--- config.mk ---
export PLATFORM = sky130hd
export DESIGN_NAME = color_sel_ctrl
export DESIGN_NICKNAME = d
export VERILOG_FILES = /design/src/rtl/color_pkg.sv /design/src/rtl/btn_debounce.sv /design/src/rtl/color_sel_ctrl.sv
export SDC_FILE = /design/constraint.sdc
export NUM_CORES = 1
export LEC_CHECK = 0
export BUFFER_PORTS_ARGS = -buffer_cell sky130_fd_sc_hd__buf_2
export CORE_UTILIZATION = 45
export DETAILED_ROUTE_END_ITERATION = 16
export PLACE_DENSITY = 0.71
export SYNTH_ARGS = -nofsm -noshare
export SYNTH_HDL_FRONTEND = slang
export SYNTH_HIERARCHICAL = 1
export SYNTH_SLANG_ARGS = --single-unit
--- constraint.sdc ---
create_clock -name clk -period 2.27 [get_ports clk]
set_clock_uncertainty 0.1 [all_clocks]
set_input_delay 0.1135 -clock clk [delete_from_list [all_inputs] [get_ports clk]]
set_output_delay 0.1135 -clock clk [all_outputs]
set_load 0.02 [all_outputs]
--- src/rtl/color_pkg.sv ---
// Shared constants for the text-overlay colour controller: colour index
// encoding, blink FSM states and the one-hot colour decode.
package color_pkg;

    localparam logic [2:0] IDX_BLACK   = 3'd0;
    localparam logic [2:0] IDX_BLUE    = 3'd1;
    localparam logic [2:0] IDX_GREEN   = 3'd2;
    localparam logic [2:0] IDX_CYAN    = 3'd3;
    localparam logic [2:0] IDX_RED     = 3'd4;
    localparam logic [2:0] IDX_MAGENTA = 3'd5;
    localparam logic [2:0] IDX_YELLOW  = 3'd6;
    localparam logic [2:0] IDX_WHITE   = 3'd7;

    localparam logic [2:0] IDX_RESET   = IDX_GREEN;

    typedef enum logic {
        ST_STEADY = 1'b0,
        ST_BLINK  = 1'b1
    } blink_state_t;

    // Bit n of the result is the select for colour index n (Black is bit 0).
    function automatic logic [7:0] idx_to_onehot(input logic [2:0] idx);
        return 8'b0000_0001 << idx;
    endfunction

endpackage

--- src/rtl/btn_debounce.sv ---
// One push-button path: 2-FF synchroniser, consecutive-cycle debouncer and
// rising-edge detector producing a single-cycle press pulse.
module btn_debounce #(
    parameter int DB_CYCLES = 500000
) (
    input  logic clk,
    input  logic reset,
    input  logic btn_raw,
    output logic press
);

    localparam int CNT_W = $clog2(DB_CYCLES + 1);
    localparam logic [CNT_W-1:0] CNT_LAST = CNT_W'(DB_CYCLES - 1);
    localparam logic [CNT_W-1:0] CNT_MAX  = CNT_W'(DB_CYCLES);

    logic             r_sync1;
    logic             r_sync2;
    logic             r_stable;
    logic             r_stable_d;
    logic [CNT_W-1:0] r_cnt;

    // NOTE: sequential state uses non-blocking assignments so every register
    // samples the pre-edge value of the others, giving a true 2-FF chain.
    always_ff @(posedge clk) begin
        if (reset) begin
            r_sync1    <= 1'b0;
            r_sync2    <= 1'b0;
            r_stable   <= 1'b0;
            r_stable_d <= 1'b0;
            r_cnt      <= '0;
        end else begin
            r_sync1    <= btn_raw;
            r_sync2    <= r_sync1;
            r_stable_d <= r_stable;
            if (r_sync2 == r_stable) begin
                r_cnt <= '0;
            end else if (r_cnt >= CNT_LAST) begin
                // DB_CYCLES-th consecutive disagreeing cycle: accept the level.
                r_stable <= r_sync2;
                r_cnt    <= '0;
            end else if (r_cnt != CNT_MAX) begin
                r_cnt <= r_cnt + 1'b1;
            end
        end
    end

    assign press = r_stable & ~r_stable_d;

endmodule

--- src/rtl/color_sel_ctrl.sv ---
// Frame-synchronous colour selector and blink controller for the text overlay;
// button presses update pending state which is applied only on tick_frame.
module color_sel_ctrl
    import color_pkg::*;
#(
    parameter int DB_CYCLES    = 500000,
    parameter int BLINK_FRAMES = 30
) (
    input  logic clk,
    input  logic reset,
    input  logic btn_next,
    input  logic btn_prev,
    input  logic btn_mode,
    input  logic tick_frame,
    output logic Black,
    output logic Blue,
    output logic Green,
    output logic Cyan,
    output logic Red,
    output logic Magenta,
    output logic Yellow,
    output logic White,
    output logic text_en,
    output logic blink_mode
);

    localparam int BC_W = $clog2(BLINK_FRAMES + 1);
    localparam logic [BC_W-1:0] BC_LAST = BC_W'(BLINK_FRAMES - 1);

    logic w_p_next;
    logic w_p_prev;
    logic w_p_mode;

    btn_debounce #(.DB_CYCLES(DB_CYCLES)) u_db_next (
        .clk     (clk),
        .reset   (reset),
        .btn_raw (btn_next),
        .press   (w_p_next)
    );

    btn_debounce #(.DB_CYCLES(DB_CYCLES)) u_db_prev (
        .clk     (clk),
        .reset   (reset),
        .btn_raw (btn_prev),
        .press   (w_p_prev)
    );

    btn_debounce #(.DB_CYCLES(DB_CYCLES)) u_db_mode (
        .clk     (clk),
        .reset   (reset),
        .btn_raw (btn_mode),
        .press   (w_p_mode)
    );

    // Colour index: presses accumulate in r_pend_idx; r_cur_idx takes the
    // pre-press value when a press coincides with tick_frame.
    logic [2:0] r_pend_idx;
    logic [2:0] r_cur_idx;
    logic       r_mode_pend;

    always_ff @(posedge clk) begin
        if (reset) begin
            r_pend_idx  <= IDX_RESET;
            r_cur_idx   <= IDX_RESET;
            r_mode_pend <= 1'b0;
        end else begin
            if (w_p_next && !w_p_prev) begin
                r_pend_idx <= r_pend_idx + 3'd1;
            end else if (w_p_prev && !w_p_next) begin
                r_pend_idx <= r_pend_idx - 3'd1;
            end
            if (tick_frame) begin
                r_cur_idx <= r_pend_idx;
            end
            if (w_p_mode) begin
                r_mode_pend <= ~r_mode_pend;
            end
        end
    end

    blink_state_t    r_state;
    blink_state_t    w_state_nxt;
    logic            r_text_en;
    logic            w_text_en_nxt;
    logic [BC_W-1:0] r_blink_cnt;
    logic [BC_W-1:0] w_blink_cnt_nxt;

    always_ff @(posedge clk) begin
        if (reset) begin
            r_state     <= ST_STEADY;
            r_text_en   <= 1'b1;
            r_blink_cnt <= '0;
        end else begin
            r_state     <= w_state_nxt;
            r_text_en   <= w_text_en_nxt;
            r_blink_cnt <= w_blink_cnt_nxt;
        end
    end

    // NOTE: every signal driven here gets a default first, so no path can
    // leave it unassigned and infer a latch.
    always_comb begin
        w_state_nxt     = r_state;
        w_text_en_nxt   = r_text_en;
        w_blink_cnt_nxt = r_blink_cnt;
        unique case (r_state)
            ST_STEADY: begin
                w_text_en_nxt   = 1'b1;
                w_blink_cnt_nxt = '0;
                if (tick_frame && r_mode_pend) begin
                    w_state_nxt = ST_BLINK;
                end
            end
            ST_BLINK: begin
                if (tick_frame) begin
                    if (!r_mode_pend) begin
                        w_state_nxt     = ST_STEADY;
                        w_text_en_nxt   = 1'b1;
                        w_blink_cnt_nxt = '0;
                    end else if (r_blink_cnt == BC_LAST) begin
                        w_text_en_nxt   = ~r_text_en;
                        w_blink_cnt_nxt = '0;
                    end else begin
                        w_blink_cnt_nxt = r_blink_cnt + 1'b1;
                    end
                end
            end
            default: begin
                w_state_nxt = ST_STEADY;
            end
        endcase
    end

    logic [7:0] w_onehot;

    always_comb begin
        w_onehot = idx_to_onehot(r_cur_idx);
    end

    assign Black   = w_onehot[IDX_BLACK];
    assign Blue    = w_onehot[IDX_BLUE];
    assign Green   = w_onehot[IDX_GREEN];
    assign Cyan    = w_onehot[IDX_CYAN];
    assign Red     = w_onehot[IDX_RED];
    assign Magenta = w_onehot[IDX_MAGENTA];
    assign Yellow  = w_onehot[IDX_YELLOW];
    assign White   = w_onehot[IDX_WHITE];

    assign text_en    = r_text_en;
    assign blink_mode = (r_state == ST_BLINK);

endmodule

# [Word-level counts from Yosys, hierarchy flattened]
# Cells that the tools add are included.
[op_classes] addsub=6 multipliers=0 n_div=0 n_lt_le_gt_ge=3 n_eq_ne=9 shift=1 muxes=14 bitwise_logic=12 n_reduce_logical=13
[ops] cell="19-bit by 1-bit adder with 19-bit output, second input constant" n=3
[ops] cell="19-bit greater-or-equal comparator, second input constant" n=3
[ops] cell="19-bit inequality test, second input constant" n=3
[ops] cell="5-bit 2-to-1 mux" n=3
[ops] cell="5-bit one-hot mux with 2 select lines" n=1
[ops] cell="1-bit NOT" n=9
[ops] cell="3-bit OR reduction" n=3
[ops] cell="2-bit AND reduction" n=4
[ops] cell="1-bit by 3-bit << shifter with 8-bit output, first input constant" n=1
[ops] cell="1-bit 2-to-1 mux" n=6
[ops] cell="3-bit 2-to-1 mux" n=2
[ops] cell="5-bit by 1-bit adder with 5-bit output, second input constant" n=1
[ops] cell="5-bit == test, second input constant" n=1
[ops] cell="1-bit one-hot mux with 2 select lines" n=2
[ops] cell="3-bit by 1-bit adder with 3-bit output, second input constant" n=1
[ops] cell="1-bit AND" n=3
[ops] cell="1-bit == test" n=3
[ops] cell="1-bit logical AND" n=3
[ops] cell="3-bit by 2-bit inequality test with 1-bit output, second input constant" n=1
[ops] cell="3-bit by 1-bit subtractor with 3-bit output, second input constant" n=1
[ops] cell="1-bit logical NOT" n=2
[ops] cell="2-bit inequality test, second input constant" n=1
[ops] cell="2-bit nonzero test" n=1
[word_totals] regBits=83 latchBits=0 ramBits=0 rom_bits=0 inputBits=6 output_inout_bits=10 n_memories=0

# [Longest topological paths before layout]
# Gate-level depths: netlist (run 1).
[depth] depth_word=6 ltp_mapped=8 ltp_nobuf=8

# [Cells and area by module]
# The synthesis (run 1) kept the hierarchy.
[modules_own_cells] mod="btn_debounce" instances=3 cells_per_inst=121 area_per_inst_um2=1166.1 seq_area_each_um2=460.4
[modules_own_cells] mod="color_sel_ctrl" instances=1 cells_per_inst=84 area_per_inst_um2=750.7 seq_area_each_um2=280.3

# [Worst setup path after synthesis (run 1)]
# OpenSTA, ideal clock, no wires.
[synth_timing] kind="register -> register" startpoint="register u_db_mode.r_cnt[8]" endpoint="register u_db_mode.r_stable" setup_time_ps=121 t_arrival_ps=1575 slack_ps=474 stages_incl_launch_ff=5 path_buffers=0 cell_sequence="dfxtp_1 -> or3_1 -> a311o_1 -> o21ai_0 -> mux2_2"
[synth_via] elab_chain_cells=2
[synth_rtl] item="start, declared" line_no="btn_debounce.sv:20" source="logic [CNT_W-1:0] r_cnt;"
[synth_rtl] item="start signal, assigned" line_no="btn_debounce.sv:42" source="r_cnt <= r_cnt + 1'b1;"
[synth_rtl] item="19-bit greater-or-equal comparator" line_no="btn_debounce.sv:37" source="end else if (r_cnt >= CNT_LAST) begin"
[synth_rtl] item="2-bit AND reduction (no line)"
[synth_rtl] item="end signal, assigned" line_no="btn_debounce.sv:39" source="r_stable <= r_sync2;"
[synth_rtl] item="end, declared" line_no="btn_debounce.sv:18" source="logic r_stable;"
# Every way passes these cells.
# A chain may end at the register's enable or synchronous reset.

# [Worst setup path after layout (run 1)]
[layout_timing] startpoint="register u_db_prev.r_cnt[7]" endpoint="register u_db_prev.r_stable"
[layout_via] elab_chain_cells=2
[layout_rtl] item="start, declared" line_no="btn_debounce.sv:20"
[layout_rtl] item="start signal, assigned" line_no="btn_debounce.sv:42"
[layout_rtl] item="19-bit greater-or-equal comparator" line_no="btn_debounce.sv:37"
[layout_rtl] item="2-bit AND reduction (no line)"
[layout_rtl] item="end signal, assigned" line_no="btn_debounce.sv:39"
[layout_rtl] item="end, declared" line_no="btn_debounce.sv:18"
# Every way passes these cells.

==> results of run 1 <==
## state kept, by name, indices dropped and copies added, names as in the netlist, 3 cells and up, named ones only
name	flops
u_db_next/r_cnt	19
r_pend_idx	3
u_db_prev/r_cnt	19
r_blink_cnt	5
r_cur_idx	3
u_db_mode/r_cnt	19
## cell usage in the layout (no fill, tap or decap), types with 4 or more instances in the layout
cell type	n
o31ai_1	4
nand2_1	30
or3_1	6
mux2i_1	5
buf_4	12
buf_2	15
or4_1	5
nor3_1	10
dfxtp_1	83
dlygate4sd3_1	4
nand3_1	28
inv_1	14
a21oi_1	6
o21ai_0	4
and3_1	4
xnor2_1	25
nand2b_1	4
nor2b_1	16
xor2_1	32
nor2_4	30
nor2_1	47
ha_1	9
clkbuf_8	9
nand4_1	18
## per-layer routing
layer / track usage / up-vias
li1: - / 1602
met1: 0.2014 / 1449
met2: 0.2647 / 36
met3: 0.04357 / 11
met4: 0.05430 / 0
met5: 0 / -
## per-stage QoR
step                hold WS, ps  std cells  setup slack [ps]  cell area [um^2]    util
global route              111.0        593             73.72              4656  0.5063
finish                    81.36        593             331.3              4656  0.5063
detailed placement        243.6        573             329.3              4422  0.4808
global placement          237.9        573             355.6              4422  0.4808
CTS                       70.26        593             314.9              4656  0.5063
floorplan                 85.11        447             474.4              4249       -
## power groups by stage
stage | combinational, mW | clock [mW] | sequential, mW
after floorplan | 0.0500 | 0 | 1.50
after global placement | 0.0610 | 0 | 1.50
after detailed placement | 0.0618 | 0 | 1.50
after CTS | 0.0674 | 1.08 | 1.47
after global routing | 0.0735 | 1.14 | 1.47
final | 0.0663 | 1.03 | 1.47
## final timing paths
path | end | depth (start not counted) | from | slack, ps
setup / recovery | u_db_prev/r_stable | 5 | u_db_prev/r_cnt[7] | 330
hold / removal | r_mode_pend | 2 | reset | 80
setup reg to reg | u_db_prev/r_stable | 5 | u_db_prev/r_cnt[7] | 330
hold reg to reg | u_db_prev/r_sync2 | 1 | u_db_prev/r_sync1 | 340
## area by class of cell
| cell class | instances | area, um^2 | area share |
|---|---|---|---|
| clock buffer | 10 | 127.6 | 0.02741 |
| clock inverter | 6 | 66.31 | 0.01424 |
| inverter | 14 | 52.55 | 0.01129 |
| multi-input combinational | 338 | 2404 | 0.5163 |
| sequential | 83 | 1662 | 0.3569 |
| tap | 111 | 138.9 | 0.02983 |
| timing repair buffer | 31 | 205.2 | 0.04407 |
## worst max-delay path, delay by kind of cell (launching register included)
kind             cells  cell delay, ps
multiplexers         1             350
flip-flops           1             390
AO/OA/AOI/OAI        3             670
AND/OR/NAND/NOR      1             320
## kinds of logic (layout without fill, tap and decap cells)
kind of cell	after synthesis	in the layout	synth area share
fa+ha+maj	10	10	0.03121
compound gates	37	37	0.06243
simple gates	226	226	0.3348
xor+xnor	57	57	0.1175
mux	8	8	0.01973
flops	83	83	0.3910
buf+inv	26	61	0.04328
==> impl_metrics.json, run 1 <==
{
  "routedWlPerCell_um": 11.82,
  "path_clk_slew_ps": 80,
  "synth_edf_count": 0,
  "htreeDepth": 3,
  "cts_sinks": 83,
  "grt_pass1_wl_um": 12860,
  "nFillCells": 873,
  "grt_setup_unrepaired": "false",
  "drt_drc_violations_left": 0,
  "power_density_nw_per_um2": 551.5,
  "wl_met1_um": 3408,
  "synthDistinctLibCells": 48,
  "power.leakage_nw": 1.453,
  "cts_setup_buffers": 0,
  "cp-end-kind": "register",
  "fp-row-count": 35,
  "ctsRootBufferMaster": "clkbuf_8",
  "slew-limit-headroom": 0.6702,
  "cp_cell_sequence": "nor4_4, o211ai_1, a311o_1, o21ai_0, mux2_2",
  "fmax_mhz": 515.8,
  "post_synth_main_area_contributors": "dfxtp_1 39%, nor2_4 8.0%, xor2_1 6.6%",
  "die_w_um": 99.17,
  "synth.avg_cell_area_um2": 9.506,
  "grt_max_degree": 27,
  "track_usage": 0.1597,
  "n_antenna_cell": 0,
  "critPathSlowestCell": "dfxtp_1",
  "synth.yosys.seq_area_share": 0.3910,
  "cts_tree": "done",
  "ys_warn_count": 6,
  "area_growth_pct": 9.570,
  "yosysMostFrequentCell": "dfxtp_1",
  "swShare": 0.2221,
  "netlist_area_um2": 4249,
  "first_global_vias": 2926,
  "die_h_um": 99.17,
  "cp.required_ps": 2410,
  "syn_inst": 447,
  "overflow": 0,
  "wl_um": 7007,
  "hpwlAfterDp_um": 5125,
  "cts_made_buffers": 9,
  "p_switching_mw": 0.5701,
  "ir_drop_uv": 421.7,
  "start_util": 0.4620,
  "hp-class": "input pin to register",
  "slew_viol_final": 0,
  "routed_via_density": 5.224,
  "gp_congestion": 0.8002,
  "cp_max_fo": 6,
  "ios": 16,
  "synth_top_flop_cell": "dfxtp_1",
  "clkLatencyLatePin_ps": 350,
  "p_int_mw": 1.997,
  "start_kind": "register",
  "core-area_um2": 9196,
  "firstDrtPassIters": 4,
  "drtAntennaViolNets": 0,
  "fin_crit_ps": 1939,
  "holdBufCountCts": 4,
  "layout-drive-gt1-share": 0.1763,
  "setup_viol": 0,
  "p_total_mw": 2.567,
  "antenna_found_initial": 0,
  "hold_violations": 0,
  "p_clk_frac": 0.403,
  "p_comb_frac": 0.026,
  "p_seq_frac": 0.571,
  "cts.path.max_buffers": 2,
  "route.vias.total": 3098,
  "ys_top_cells_by_count": "83 x dfxtp_1, 47 x nor2_1, 32 x xor2_1, 30 x nand2_1, 30 x nor2_4",
  "critPathMaxStageDelay_ps": 390,
  "syn_nets": 463,
  "wl_met3_um": 202,
  "cap_violations": 0,
  "fin_nets": 493,
  "synth-seq-cells": 83,
  "yosysTopAreaCell": "dfxtp_1",
  "drtIter0Drc": 105,
  "fin_crit_sh": 0.8541,
  "status": "finished, final reports clean",
  "cts_resized": 0,
  "port_buffers": 15,
  "wl_met2_um": 3320,
  "cp.arrival_ps": 2080,
  "timing.setup.tns_ps": 0,
  "worstMarginPinSlew_ps": 487.9,
  "ys_async_sr_fraction": 0,
  "highest_layer": "met4",
  "die-area_um2": 9835,
  "crit_type": "register to register",
  "synth_top_area_frac": 0.3910
}
No activity file was read; power rests on OpenSTA's default activity.
==> run 2, diff against run 1 <==
Settings changed: ABC_AREA set to 1, CORE_MARGIN set to 8, GPL_TIMING_DRIVEN set to 0.
==> impl_metrics.json, run 2 <==
{
  "status": "finished, final reports clean",
  "regToRegSetupSlack_ps": 400,
  "wl_um": 9244,
  "startpoint": "u_db_next/r_cnt[0]",
  "cp_max_fo": 10,
  "synthDistinctLibCells": 22,
  "ctsRootBufferMaster": "clkbuf_8",
  "reg2regPathDepth": 9,
  "netlist_area_um2": 4628,
  "holdWs_ps": 304.4,
  "drtIter0Drc": 285,
  "gp_congestion": 0.8882,
  "slew_viol_final": 0,
  "critPathMostFrequentCell": "nor2_1",
  "fp-row-count": 37,
  "route.vias.total": 4215,
  "nFillCells": 1007,
  "utilization": 0.5060,
  "start_util": 0.4565,
  "routed_via_density": 4.709,
  "crit_path_end": "u_db_next/r_cnt[4]",
  "post_synth_main_area_contributors": "dfxtp_1 36%, nor2_1 16%, nand2_1 13%",
  "area_growth_pct": 10.84,
  "power.leakage_nw": 1.979,
  "cap_violations": 0,
  "track_usage": 0.1402,
  "crit_family": "simple AND/OR/NAND/NOR gates",
  "cp.arrival_ps": 2030,
  "crit_type": "register to register",
  "routedWlPerCell_um": 10.33,
  "firstDrtPassIters": 4,
  "synth_top_area_frac": 0.3590,
  "syn_inst": 720,
  "overflow": 0,
  "die_h_um": 117.4,
  "power_density_nw_per_um2": 491.2,
  "grt_pass1_wl_um": 16740,
  "multi_input_area_um2": 2486,
  "n_antenna_cell": 0,
  "core-area_um2": 10140,
  "final_common_cell": "nor2_1",
  "cts_made_buffers": 9,
  "yosysTopAreaCell": "dfxtp_1",
  "synth_top_flop_cell": "dfxtp_1",
  "r2r-start": "u_db_next/r_cnt[0]",
  "fin_nets": 770,
  "cp.required_ps": 2440,
  "slew-limit-headroom": 0.7529,
  "grt_setup_unrepaired": "false",
  "hold_violations": 0,
  "first_global_vias": 4129,
  "critPathMaxStageDelay_ps": 450,
  "ios": 16,
  "cp-end-kind": "register",
  "htreeDepth": 3,
  "antenna_found_initial": 0,
  "synth-seq-cells": 83,
  "ir_drop_uv": 305.2,
  "hpwlAfterDp_um": 7113,
  "dpl-instance-area_um2": 4873,
  "yosysMostFrequentCell": "nor2_1",
  "synth.yosys.seq_area_share": 0.3590,
  "cts_tree": "done",
  "hp-class": "register to register",
  "die-area_um2": 13790,
  "path_clk_slew_ps": 90,
  "reg_top3": "u_db_mode/r_cnt: 19 flops, u_db_next/r_cnt: 19 flops, u_db_prev/r_cnt: 19 flops",
  "fmax_mhz": 535.5,
  "worstMarginPinSlew_ps": 369.3,
  "port_buffers": 15,
  "synth_edf_count": 0,
  "syn_nets": 736,
  "drt_drc_violations_left": 0,
  "fin_crit_sh": 0.8226,
  "drtAntennaViolNets": 0,
  "layout-drive-gt1-share": 0.07510,
  "critPathSlowestCell": "dfxtp_1",
  "critPathBufInv": 1,
  "ys_warn_count": 6,
  "cts_sinks": 83,
  "final_cell_mix": "196 x nor2_1, 156 x nand2_1, 118 x inv_1",
  "timing.setup.tns_ps": 0,
  "die_w_um": 117.4,
  "ys_top_cells_by_count": "196 x nor2_1, 156 x nand2_1, 118 x inv_1, 83 x dfxtp_1",
  "synth.avg_cell_area_um2": 6.428,
  "cts.path.max_buffers": 2,
  "rr_endpoint": "u_db_next/r_cnt[4]",
  "seq_area_um2": 1662,
  "cp_cell_sequence": "ha_1, nand3_2, nor2_1, nand2_1, o21ai_1, nor2_2, nand2_4, buf_6, nor2_1",
  "ys_async_sr_fraction": 0,
  "grt_max_degree": 17,
  "design_area_um2": 5130,
  "crit_cells": 9,
  "fin_crit_ps": 1867,
  "clkLatencyLatePin_ps": 370,
  "start_kind": "register",
  "setup_viol": 0,
  "cts_setup_buffers": 0
}
-- run 2: changes by cell type in the layout (fill, tap and decap cells not counted), sizes merged, moves of 12 or more --
cell	delta
xor2	+12
xnor2	-24
inv	+107
nand4	-12
nand3	+22
nor2	+128
nor2b	-17
o21ai	+14
nand2	+131
-- run 2: cells by family after synthesis --
family | after synthesis | synth area share
AOI/OAI and AO/OA | 27 | 0.03136
xor gates and xnor gates | 45 | 0.08516
adders and majority gates | 10 | 0.02866
buffers and inverters | 122 | 0.1038
DFF | 83 | 0.3590
and+or+nand+nor | 433 | 0.3920
-- run 2: metrics by stage --
stage	worst slack, ps	power [mW]	std cells
2_1_floorplan	674.7	1.545	720
3_3_place_gp	466.0	1.566	871
3_5_place_dp	422.0	1.568	871
4_1_cts	405.5	2.567	895
5_1_grt	226.9	2.631	895
6_report	402.7	2.520	895
-- run 2: metal layers --
layer,track usage,vias up,share of wire
li1,-,2233,-
met1,0.1593,1911,0.47
met2,0.2412,58,0.48
met3,0.04365,13,0.040
met4,0.05191,0,0.015
met5,0,-,0
-- run 2: final cells by class --
cell class	count	area share
Multi-Input combinational cell	515	0.4846
Clock inverter	7	0.01024
Sequential cell	83	0.3239
Clock buffer	9	0.02415
Timing Repair Buffer	23	0.03024
Inverter	119	0.08707
Tap cell	136	0.03317
Buffer	3	0.006585
-- run 2: worst min path at each step --
| stage | start | endpoint | slack [ps] | cells after the start |
|---|---|---|---|---|
| global placement | btn_prev | u_db_prev/r_sync1 | 210 | 3 |
| floorplan | reset | register | 80 | 1 |
| CTS | u_db_mode/r_sync1 | u_db_mode/r_sync2 | 310 | 2 |
| global route | u_db_next/r_sync1 | u_db_next/r_sync2 | 330 | 2 |
| finish | u_db_mode/r_sync1 | u_db_mode/r_sync2 | 300 | 2 |
| detailed placement | btn_next | u_db_next/r_sync1 | 230 | 3 |
-- run 2: what timing repair did --
| item | CTS | global route |
|---|---|---|
| setup endpoints to repair | 0 | 0 |
| hold endpoints to repair | 14 | 0 |
| hold buffers | 8 | 0 |
| gates resized for setup | 0 | 0 |
-- run 2: worst min-delay path, stage by stage (launching register included) --
cell and delay [ps]:
dfxtp_1 310, inv_1 40, nor2_1 30
-- run 2: where the power goes --
| part | internal [mW] | switching [mW] |
|---|---|---|
| clock | 0.404 | 0.571 |
| sequential | 1.46 | 0.00835 |
| combinational | 0.0295 | 0.0426 |
| total | 1.90 | 0.622 |
==> run 3, diff against run 2 <==
Settings changed: PLACE_DENSITY 0.71 to 0.73.
Clock period 2.27 ns to 1.7 ns, I/O delays scaled along.
==> impl_metrics.json, run 3 (synthesis gave the netlist of run 2 again) <==
{
  "hp-class": "register to register",
  "cts_made_buffers": 9,
  "holdWs_ps": 291.2,
  "antenna_found_initial": 0,
  "timing.setup.tns_ps": 0,
  "routedWlPerCell_um": 10.20,
  "ios": 16,
  "route.vias.total": 4155,
  "clkLatencyLatePin_ps": 360,
  "track_usage": 0.1305,
  "path_clk_slew_ps": 100,
  "dp.cells": 871,
  "hold_violations": 0,
  "fmax_mhz": 614.2,
  "cap_violations": 0,
  "grt_max_degree": 17,
  "grt_setup_unrepaired": "true",
  "layout-drive-gt1-share": 0.1441,
  "die_h_um": 117.4,
  "crit_family": "simple AND/OR/NAND/NOR gates",
  "cp.arrival_ps": 1770,
  "slew-limit-headroom": 0.7212,
  "worstMarginPinSlew_ps": 418.2,
  "fin_nets": 788,
  "cp-end-kind": "register",
  "start_util": 0.4565,
  "firstDrtPassIters": 4,
  "final_cell_mix": "190 x nor2_1, 150 x nand2_1, 113 x inv_1",
  "cp_cell_sequence": "nand3_2, nor2_2, nor2_2, nor2_1, nor2_4, nand2_4, buf_8, nor2_1",
  "fin_crit_ps": 1628,
  "cts_sinks": 83,
  "n_antenna_cell": 0,
  "power.leakage_nw": 2.088,
  "reg_top3": "u_db_mode/r_cnt: 19 flops, u_db_next/r_cnt: 19 flops, u_db_prev/r_cnt: 19 flops",
  "design_area_um2": 5475,
  "core-area_um2": 10140,
  "die_w_um": 117.4,
  "status": "finished, final reports clean",
  "overflow": 0,
  "hpwlAfterDp_um": 6565,
  "ir_drop_uv": 365.1,
  "cp.required_ps": 1840,
  "first_global_vias": 3729,
  "cts_tree": "done",
  "routed_via_density": 4.551,
  "htreeDepth": 3,
  "port_buffers": 15,
  "drt_drc_violations_left": 0,
  "setup_viol": 0,
  "dpl-instance-area_um2": 4873,
  "cp_max_fo": 10,
  "wl_um": 9311,
  "grt_pass1_wl_um": 15690,
  "area_growth_pct": 18.30,
  "slew_viol_final": 0,
  "critPathSlowestCell": "dfxtp_1",
  "critPathBufInv": 1,
  "die-area_um2": 13790,
  "crit_type": "register to register",
  "ctsRootBufferMaster": "clkbuf_8",
  "final_cells": 913,
  "critPathMaxStageDelay_ps": 480,
  "start_kind": "register",
  "drtIter0Drc": 264,
  "fp-row-count": 37,
  "fin_crit_sh": 0.9578,
  "power_density_nw_per_um2": 650.2,
  "final_common_cell": "nor2_1",
  "drtAntennaViolNets": 0,
  "gp_congestion": 0.8437,
  "cts.path.max_buffers": 2
}
==> run 3: where the power goes <==
group	leakage, nW	switching, mW	total [mW]	internal, mW
Combinational	1.30	0.0612	0.110	0.0491
Sequential	0.677	0.0115	1.96	1.95
Clock	0.107	0.786	1.49	0.706
Total	2.09	0.859	3.56	2.70
==> run 3: path summary, 6_finish.rpt <==
kind                       from  cells after the start  slack, ps                  to
min           u_db_next/r_sync1                      2        290   u_db_next/r_sync2
min reg2reg   u_db_next/r_sync1                      2        290   u_db_next/r_sync2
max          u_db_mode/r_cnt[2]                      8         70  u_db_mode/r_cnt[6]
max reg2reg  u_db_mode/r_cnt[2]                      8         70  u_db_mode/r_cnt[6]
==> run 3: worst register-to-register path, cell delays in order (launching register included) <==
cell and delay [ps]:
dfxtp_1 480, nand3_2 160, nor2_2 160, nor2_2 70, nor2_1 190, nor2_4 70, nand2_4 100, buf_8 140
nor2_1 40
==> run 3: per-stage QoR <==
step / power (mW) / utilization / setup slack [ps]
global route: 3.703 / 0.5400 / -38.00
finish: 3.560 / 0.5400 / 71.78
floorplan: 2.063 / - / 104.7
global placement: 2.093 / 0.4807 / -122.1
CTS: 3.599 / 0.5127 / 1.925
detailed placement: 2.094 / 0.4807 / -151.3
==> run 3: final cells by class <==
type	instances	area, um^2
multi-input cells	517	2631
clock buffers	9	123.9
fillers	989	4663
flip-flops and latches	83	1688
clock inverters	7	81.33
plain buffers	3	41.29
inverters	119	449.2
well taps	136	170.2
repair buffers	39	290.3
==> run 3: per-layer routing <==
layer	global-route usage	wire length [um]
met5	0	0
met4	0.03893	91
met3	0.03693	276
met2	0.2126	4333
met1	0.1633	4610
==> run 3: timing repair <==
| action | 4_1_cts | 5_1_grt |
|---|---|---|
| buffers inserted | 0 | 16 |
| cloned | 0 | 3 |
| pin swaps | 0 | 12 |
| hold endpoints to repair | 14 | 0 |
| gates resized for setup | 14 | 40 |
| hold buffers | 7 | 0 |
| endpoints found under the setup margin | 43 | 36 |
